--- src/rtl/demux_dispatch_pkg.sv ---
// Shared types for the demux dispatch controller.
package demux_dispatch_pkg;

  // Controller state: no word held, or one word held until its destination accepts it.
  typedef enum logic {
    IDLE = 1'b0,
    HOLD = 1'b1
  } state_t;

endpackage : demux_dispatch_pkg

--- src/rtl/demux_dispatch_demux.sv ---
// Recursive 1-to-2**S demultiplexer. The MSB of ctrl picks the upper or lower
// half, and the remaining bits select within that half. Every slice that is not
// selected is driven to zero.
module recurse_demux #(
  parameter int S = 2,
  parameter int T = 1
) (
  input  logic [S-1:0]         ctrl,
  input  logic [T-1:0]         in,
  output logic [(2**S)*T-1:0]  out
);

  localparam int HALF = (2**(S-1)) * T;

  generate
    if (S == 1) begin : g_leaf
      // Two-way split on the single remaining select bit.
      always_comb begin
        // NOTE: the default assignment keeps this combinational block from inferring a latch.
        out = '0;
        if (ctrl[0]) begin
          out[2*T-1:T] = in;
        end else begin
          out[T-1:0]   = in;
        end
      end
    end else begin : g_node
      logic [T-1:0] lo_in;
      logic [T-1:0] hi_in;

      // Route the word to one half; the other half receives zero.
      always_comb begin
        lo_in = ctrl[S-1] ? '0 : in;
        hi_in = ctrl[S-1] ? in : '0;
      end

      recurse_demux #(.S(S-1), .T(T)) u_lo (
        .ctrl (ctrl[S-2:0]),
        .in   (lo_in),
        .out  (out[HALF-1:0])
      );

      recurse_demux #(.S(S-1), .T(T)) u_hi (
        .ctrl (ctrl[S-2:0]),
        .in   (hi_in),
        .out  (out[2*HALF-1:HALF])
      );
    end
  endgenerate

endmodule : recurse_demux

--- src/rtl/demux_dispatch.sv ---
// Demux dispatch controller. It accepts words on a valid/ready input and holds
// each word until the destination picked by round-robin or an explicit address
// takes it. The held word is presented through a recurse_demux, and a second
// 1-bit demux builds the one-hot valid vector.
module demux_dispatch
  import demux_dispatch_pkg::*;
#(
  parameter int S = 2,
  parameter int T = 1
) (
  input  logic                    clk,
  input  logic                    rst_n,
  input  logic                    in_valid,
  output logic                    in_ready,
  input  logic [T-1:0]            in_data,
  input  logic                    mode,
  input  logic [S-1:0]            addr,
  output logic [(2**S)-1:0]       out_valid,
  input  logic [(2**S)-1:0]       out_ready,
  output logic [(2**S)*T-1:0]     out_data,
  output logic [S-1:0]            sel,
  output logic [S-1:0]            rr_ptr
);

  localparam int N = 2**S;

  state_t        state;
  logic [T-1:0]  hold;
  logic          held_rr;   // the held word was targeted round-robin
  logic          deliver;
  logic          accept;
  logic          advance;
  logic [S-1:0]  rr_next;
  logic [0:0]    busy;

  // Delivery, acceptance and the post-delivery round-robin pointer.
  // in_ready depends only on state and out_ready, so in_valid never reaches it.
  always_comb begin
    deliver  = (state == HOLD) && out_ready[sel];
    in_ready = (state == IDLE) || out_ready[sel];
    accept   = in_valid && in_ready;
    advance  = deliver && held_rr;
    rr_next  = advance ? rr_ptr + S'(1) : rr_ptr;
    busy     = (state == HOLD);
  end

  // Control FSM: load a word and its target on accept, release it on delivery.
  // An accept in the same cycle as a delivery uses the already advanced pointer.
  always_ff @(posedge clk or negedge rst_n) begin
    // NOTE: every register here has a defined reset value. Reset clears a held
    // word completely, so no partial delivery can follow a mid-transfer reset.
    if (!rst_n) begin
      state   <= IDLE;
      hold    <= '0;
      held_rr <= 1'b0;
      sel     <= '0;
      rr_ptr  <= '0;
    end else begin
      // NOTE: non-blocking assignments let every register sample pre-edge values.
      rr_ptr <= rr_next;
      if (accept) begin
        state   <= HOLD;
        hold    <= in_data;
        sel     <= mode ? addr : rr_next;
        held_rr <= ~mode;
      end else if (deliver) begin
        state   <= IDLE;
      end
    end
  end

  // Data path: the held word appears only on the selected slice.
  recurse_demux #(.S(S), .T(T)) u_data_demux (
    .ctrl (sel),
    .in   (hold),
    .out  (out_data)
  );

  // Valid path: one-hot valid while a word is held, all zero when idle.
  recurse_demux #(.S(S), .T(1)) u_valid_demux (
    .ctrl (sel),
    .in   (busy),
    .out  (out_valid)
  );

endmodule : demux_dispatch

--- config.mk ---
export PLATFORM = sky130hd
export DESIGN_NAME = demux_dispatch
export DESIGN_NICKNAME = d
export VERILOG_FILES = /design/src/rtl/demux_dispatch_pkg.sv /design/src/rtl/demux_dispatch_demux.sv /design/src/rtl/demux_dispatch.sv
export SDC_FILE = /design/constraint.sdc
export NUM_CORES = 1
export LEC_CHECK = 0
export CAP_MARGIN = 20
export CORE_AREA = 2 2 39 41
export DETAILED_ROUTE_END_ITERATION = 6
export DIE_AREA = 0 0 41 43
export MAX_ROUTING_LAYER = met4
export PLACE_DENSITY_LB_ADDON = 0.1
export SYNTH_ARGS = -nofsm -noshare
export SYNTH_HDL_FRONTEND = slang
export SYNTH_SLANG_ARGS = --single-unit
--- constraint.sdc ---
create_clock -name clk -period 4.9 [get_ports clk]
set_input_delay 0.49 -clock clk [delete_from_list [all_inputs] [get_ports clk]]
set_output_delay 0.49 -clock clk [all_outputs]
set_load 0.01 [all_outputs]
* After elaboration in Yosys (flattened, before gate mapping)
Cells that the tools add are included.
** Cells by class
- Add/subtract/negate cells :: 1
- $lt $le $gt $ge :: 1
- Multiplexer cells :: 18
- Bitwise logic cells :: 2
- Reductions and logical operators :: 5
** Operators with widths (count)
- $mux W1 :: 15
- $mux W2 :: 2
- $logic_and A1 B1 Y1 :: 3
- $lt A2 B3 Y1 const B :: 1
- $add A2 B1 Y2 const B :: 1
- $bmux W1 S2 :: 1
- $not A1 Y1 :: 2
- $reduce_bool A2 Y1 :: 1
- $logic_or A1 B1 Y1 :: 1
** Storage, ports and cells
- Bits in registers :: 7
- Output and inout bits :: 13
- Logic and storage cells :: 32

* Longest topological paths before layout
Gate-level depths: netlist (run 1).
- Word-level depth :: 6
- Mapped depth :: 5
- Depth with buffers taken out :: 4

* Modules after synthesis
A second synthesis (run 1) with hierarchy kept.
** Second synthesis, totals
- Cells, all modules :: 45
- Area, all modules :: 475.5 um^2
** By module, submodules not included
- demux_dispatch :: times used 1, cells an instance 33, area each 377.9 um^2, seq. area each 175.2 um^2
- recurse_demux :: times used 6, cells an instance 2, area each 16.3 um^2, seq. area each 0.0 um^2

* Worst setup path after synthesis (run 1)
No wires, ideal clock.
- Path kind :: in2out
- Start :: input out_ready[3]
- End :: output in_ready
- Arrival :: 1.185 ns
- Path slack :: 3.225 ns
- Stages :: 2
- Path through :: mux4_2 > nand2b_1
** Between the ends
- Word-level cells in the longest chain between the ends :: 3
** Ends and longest elaborated chain
- from (decl) :: line demux_dispatch.sv:19 : input logic [(2**S)-1:0] out_ready,
- $bmux W1 S2 :: line demux_dispatch.sv:40 : in_ready = (state == IDLE) || out_ready[sel];
- $mux W1 (not written as such) :: line demux_dispatch.sv:40
- $logic_or A1 B1 Y1 :: line demux_dispatch.sv:40
- to (decl) :: line demux_dispatch.sv:14 : output logic in_ready,
Every way passes these cells. The select of a mux whose other input is x is not followed.

* Worst setup path in the final report (run 1)
- Start :: register sel[0]
- End :: output in_ready
** Between the ends
- Word-level cells in the longest chain between the ends :: 3
** Ends and longest elaborated chain
- from (decl) :: line demux_dispatch.sv:21 : output logic [S-1:0] sel,
- from (signal assigned) :: line demux_dispatch.sv:64 : sel <= mode ? addr : rr_next;
- $bmux W1 S2 :: line demux_dispatch.sv:40
- $mux W1 (not written as such) :: line demux_dispatch.sv:40
- $logic_or A1 B1 Y1 :: line demux_dispatch.sv:40
Every way passes these cells. The select of a mux whose other input is x is not followed.

==> results.md, run 1 <==
* Clk sink count at 7
* Peak Freq at 0.384 GHz
* PwrDens at 578 nW/um^2
* Via density at 4.74
* GRT Total Usage at 12.8%
* Grt met1 use at 16.4%
* Die W at 41 um
* Die H at 43 um
* Synth top cells by count: dfrtp_1, nand2_1, nor2_1
* Core Box Area at 1380 sq um
* Met3 Usage GRT at 6.81%
* Ratio of cells with drive above 1 in the final layout at 10.0%
* Synth Register Bits at 7
* Post-route setup TNS at 0 ps
* Sequential Area at 175 sq um
* # hold bufs at CTS at 0
* Detailed Route WL at 961 um
* IO Pins at 24
* Post-synth EDFFs at 0
* Slew Limit Fails at 0
* Remaining DRCs at 0
* FP Rows at 14
* Area occupied by multi-input gates at 255 sq um
* Post-cts repair resize count at 0
* Post-CTS setup buffers at 0
* Syn Area/Cell at 9.79 sq um
* Clk slew on worst S/H paths at 50 ps
* DR WL/cell at 11.2 um
* Pin count of the biggest net entering global routing at 15
* Period utilisation layout at 53.1%
* Crit-path slowest cell: mux4_2
* Synth area leader: dfrtp_1
* Register area share after synthesis at 38.9%
* Mapped Nets at 57
* Clock root buffer: clkbuf_4
* Hold WC Path Type: in2async
* Critical Path Fanout Max at 13
* Top-area cell type share of the netlist area at 38.9%
* Area Growth Syn to Fin at 57.8%
* Period minus WS final at 2600 ps
* Routability cong. at 0.630
* Ys Warns at 0
* H-Tree Depth at 1
* Slew @ Worst Pin at 420 ps
* Longest Clk Path Bufs at 2
* Count of final setup violators at 0
* Mapped Cells at 46
* R2r startpoint: sel[0]$_DFFE_PN0P_
* Met2 global-route usage at 17.2%
* Crit. End Element: output port
* Crit-path cells: mux4_2 -> nand2b_1 -> clkdlybuf4s50_1
* Endpoints failing hold at 0
* Ant. Diodes at 0
* Netlist cell types at 26
* Grt peak-use layer: met2
* Most used DFF post-synth: dfrtp_1
* Initial core utilization at 32.5%
* Max Cap Violations at 0
* Net count, final at 82
* Routed Antenna Nets at 0
* CP delay by family, top: multiplexers
* Overflow after GRT at 0
* Origin of the worst setup path: sel[0]$_DFFE_PN0P_
* Mapped Area at 450 sq um
* Worst skew pair latency at 240 ps
* Skew final at 3.66 ps
* Initial antenna violation count at 0
* Die area at 1760 sq um
* First-pass GRT wire length at 1460 um
* Post-Layout Cell Count at 86
* Dpl hpwl at 735 um
* Outcome: finished, final reports clean
* DR pass1 iterations at 4
* Worst EP arrival at 2110 ps
* DR vias at 408
* Ranking of synthesized cells by area: dfrtp_1, mux4_2, mux2i_1
* WP buf/inv at 1
* Maximum vdd drop at 304 uV
* Slew Limit Headroom at 72.0%
* Slowest stage delay, CP at 600 ps
* Placed cell count at 82
* Req. time, crit path at 4410 ps
* Leakage at 0.307 nW
* I/O Buffers at 23
* Fillers at 139
* Ys async rst share at 100%
* Crit path launch type: flip-flop
* Top-count cell post-synth: dfrtp_1
* Clock tree from TritonCTS: done
* Clock buffer count from CTS at 3
* Unrepaired setup endpoints after global routing: no
* Vias in the first global route at 366
* First DRT Iteration DRCs at 6
* WS Path Type: reg2out
[placed cells by master (no fill, tap or decap), types with 2 or more instances in the layout]
cell type,instances
and3_1,2
nand2b_1,2
a211o_1,2
dfrtp_1,7
nand2_1,5
and2_1,2
clkdlybuf4s50_1,23
mux2i_1,2
clkbuf_4,3
nor3b_1,2
nor2_1,4
xor2_1,2
[kinds of logic (layout without fill, tap and decap cells)]
kind of cell | count (synthesis) | in the layout | share of synthesized area (%)
compound gates | 6 | 6 | 12.5
xor+xnor | 2 | 2 | 3.89
buf+inv | 4 | 28 | 4.44
flops | 7 | 7 | 38.9
mux | 4 | 4 | 11.9
simple gates | 23 | 23 | 28.3
[final timing paths]
check                                       to  slack [ps]  cells past startpoint
min                        rr_ptr[0]$_DFF_PN0_         500                      1
max reg2reg                 sel[1]$_DFFE_PN0P_        2970                      4
min reg2reg                rr_ptr[1]$_DFF_PN0_         500                      1
max                                   in_ready        2300                      3
min in group clk           rr_ptr[1]$_DFF_PN0_         500                      1
max in group asynchronous     hold$_DFFE_PN0P_        4160                      1
[layer usage]
layer  part of all wire [%]  vias to the layer above
li1                       -                      212
met1                     47                      179
met2                     44                       17
met3                    8.5                        0
met4                      0                        0
met5                      0                        -
[area by class of cell]
| class | instances | share of cell area (%) |
|---|---|---|
| tap | 16 | 2.82 |
| clock buffer | 4 | 3.70 |
| sequential | 7 | 24.6 |
| multi-input combinational | 35 | 35.9 |
| timing repair buffer | 23 | 32.4 |
| inverter | 1 | 0.528 |
[flip-flops by register name (all words and copies together), names as in the netlist]
signal,flops
held_rr,1
sel,2
busy,1
rr_ptr,2
hold,1
[power by group]
| group | switching [mW] | total [mW] | internal [mW] |
|---|---|---|---|
| sequential | 0.0484 | 0.133 | 0.0848 |
| combinational | 0.0871 | 0.227 | 0.140 |
| clock | 0.0193 | 0.0503 | 0.0309 |
[stage by stage]
step / worst slack [ps] / instance area, sq um / hold slack (ps) / util, % / total power, mW
CTS: 2280 / 711 / 496 / 51.4 / 0.416
floorplan: 3220 / 450 / 194 / - / 0.253
detailed placement: 2320 / 684 / 484 / 49.5 / 0.362
finish: 2300 / 711 / 497 / 51.4 / 0.411
global route: 2200 / 711 / 517 / 51.4 / 0.442
global placement: 2330 / 684 / 484 / 49.5 / 0.362
(Power assumes the default switching activity.)
==> run 2: changes to the inputs <==
Clock period 4.9 ns to 2.5 ns, I/O delays scaled along.
==> results.md, run 2 (synthesis results as in run 1) <==
* Via density at 4.76 (was 4.74)
* Critical Path Fanout Max at 14 (was 13)
* CP delay by family, top: flip-flops (was multiplexers)
* Initial core utilization at 32.5% (unchanged)
* Peak Freq at 0.469 GHz
* WP buf/inv at 1 (unchanged)
* Clock buffer count from CTS at 3 (unchanged)
* GRT Total Usage at 13.0% (was 12.8%)
* Fillers at 139 (unchanged)
* Outcome: finished, final reports clean (unchanged)
* Power, Total at 0.819 mW (was 0.411 mW)
* IO Pins at 24 (unchanged)
* Routed Antenna Nets at 0 (unchanged)
* Slowest stage delay, CP at 570 ps (was 600 ps)
* Slew Limit Headroom at 74.4% (was 72.0%)
* Clock tree from TritonCTS: done (unchanged)
* Overflow after GRT at 0 (unchanged)
* Post-CTS setup buffers at 0 (unchanged)
* DR pass1 iterations at 3 (was 4)
* Max Cap Violations at 0 (unchanged)
* NetSw at 0.307 mW (was 0.155 mW)
* Die area at 1760 sq um (unchanged)
* Routability cong. at 0.696 (was 0.630)
* PwrDens at 1140 nW/um^2 (was 578 nW/um^2)
* Net Sw Frac at 37.5% (was 37.7%)
* Initial antenna violation count at 0 (unchanged)
* Detailed Route WL at 1000 um (was 961 um)
* Commonest non-fill, non-tap cell in the layout: clkdlybuf4s50_1 (unchanged)
* Die W at 41 um (unchanged)
* Worst skew pair latency at 250 ps (was 240 ps)
* Top flop regs: rr_ptr (2), sel (2) (unchanged)
* Clk sink count at 7 (unchanged)
* Commonest non-fill, non-tap cells in the layout: clkdlybuf4s50_1, dfrtp_1, nand2_1 (unchanged)
* Unrepaired setup endpoints after global routing: no (unchanged)
* First-pass GRT wire length at 1470 um (was 1460 um)
* Slew Limit Fails at 0 (unchanged)
* Crit. End Element: output port (unchanged)
* Period utilisation layout at 85.3%
* DR vias at 414 (was 408)
* Clock root buffer: clkbuf_4 (unchanged)
* Setup WS post-layout at 367 ps (was 2300 ps)
* Sequential Area at 175 sq um (unchanged)
* Clk slew on worst S/H paths at 50 ps (about the same)
* DR WL/cell at 11.5 um (was 11.2 um)
* Net count, final at 83 (was 82)
* Die H at 43 um (unchanged)
* Flop pwr share at 29.1% (was 32.4%)
* Met3 Usage GRT at 6.28% (was 6.81%)
* H-Tree Depth at 1 (unchanged)
* Core Box Area at 1380 sq um (unchanged)
* # hold bufs at CTS at 0 (unchanged)
* Worst EP arrival at 1880 ps (was 2110 ps)
* Post-cts repair resize count at 0 (unchanged)
* Endpoints failing hold at 0 (unchanged)
* Internal power at 0.512 mW (was 0.256 mW)
* Met2 global-route usage at 17.8% (was 17.2%)
* Req. time, crit path at 2250 ps (was 4410 ps)
* Grt peak-use layer: met2 (unchanged)
* Remaining DRCs at 0 (unchanged)
* Area occupied by multi-input gates at 255 sq um (unchanged)
* Grt met1 use at 16.7% (was 16.4%)
* Longest Clk Path Bufs at 2 (unchanged)
* Slew @ Worst Pin at 385 ps (was 420 ps)
* FP Rows at 14 (unchanged)
* Count of final setup violators at 0 (unchanged)
* Crit-path slowest cell: dfrtp_1 (was mux4_2)
* Ant. Diodes at 0 (unchanged)
* Vias in the first global route at 360 (was 366)
* Ratio of cells with drive above 1 in the final layout at 11.3% (was 10.0%)
* Dpl hpwl at 753 um (was 735 um)
* Period minus WS final at 2130 ps
* Area Growth Syn to Fin at 59.4% (was 57.8%)
* I/O Buffers at 23 (unchanged)
* Maximum vdd drop at 596 uV (was 304 uV)
* Clk network pwr share at 12.2% (about the same)
* Pre-CTS setup slack at 396 ps (was 2320 ps)
* Gate power share at 58.7% (was 55.3%)
* Crit-path cells: mux4_2 -> nand2b_1 -> clkdlybuf4s50_1 (unchanged)
* WS Path Type: reg2out (unchanged)
* Post-route setup TNS at 0 ps (unchanged)
* Skew final at 6.27 ps (was 3.66 ps)
* Crit path launch type: flip-flop (unchanged)
* Pin count of the biggest net entering global routing at 15 (unchanged)
* Hold WC Path Type: in2async (unchanged)
* Leakage at 0.312 nW (was 0.307 nW)
* First DRT Iteration DRCs at 1 (was 6)
run 2: cell count changes in the layout (fill, tap and decap cells not counted):
| cell | change |
|---|---|
| buf_4 | +1 |
run 2: worst paths after layout:
check                                    start             endpoint  slack [ps]  cells past startpoint
min reg2reg                rr_ptr[1]$_DFF_PN0_  rr_ptr[1]$_DFF_PN0_         510                      1
min                                      rst_n  rr_ptr[0]$_DFF_PN0_         250                      1
max                         sel[1]$_DFFE_PN0P_             in_ready         370                      3
max reg2reg                 sel[1]$_DFFE_PN0P_   sel[1]$_DFFE_PN0P_         780                      4
min in group clk           rr_ptr[1]$_DFF_PN0_  rr_ptr[1]$_DFF_PN0_         510                      1
max in group asynchronous                rst_n     hold$_DFFE_PN0P_        2010                      1
run 2: layer usage:
metal	up-vias	part of all wire, %	wire, um
met4	0	0	0
met3	0	6.9	69
met2	15	45	450
met5	-	0	0
met1	184	48	481
li1	215	-	-
run 2: power groups by stage:
stage          registers, mW  logic [mW]  clock network [mW]
3_3_place_gp           0.240       0.487                   0
2_1_floorplan          0.230       0.267                   0
3_5_place_dp           0.240       0.486                   0
4_1_cts                0.238       0.488               0.106
5_1_grt                0.247       0.520               0.114
6_report               0.238       0.481               0.100
run 2: cell type report:
| cell class | count | share of cell area (%) |
|---|---|---|
| clock buffer | 4 | 3.66 |
| timing repair buffer | 24 | 33.1 |
| sequential | 7 | 24.4 |
| multi-input combinational | 35 | 35.5 |
| tap | 16 | 2.79 |
| inverter | 1 | 0.523 |
run 2: metrics by stage:
| stage | cell area [sq um] | utilization [%] | cells | hold slack (ps) |
|---|---|---|---|---|
| 2_1_floorplan | 450 | - | 46 | -45.6 |
| 3_3_place_gp | 692 | 50.0 | 83 | 487 |
| 4_1_cts | 718 | 51.9 | 87 | 260 |
| 6_report | 718 | 51.9 | 87 | 254 |
| 3_5_place_dp | 692 | 50.0 | 83 | 490 |
| 5_1_grt | 718 | 51.9 | 87 | 282 |
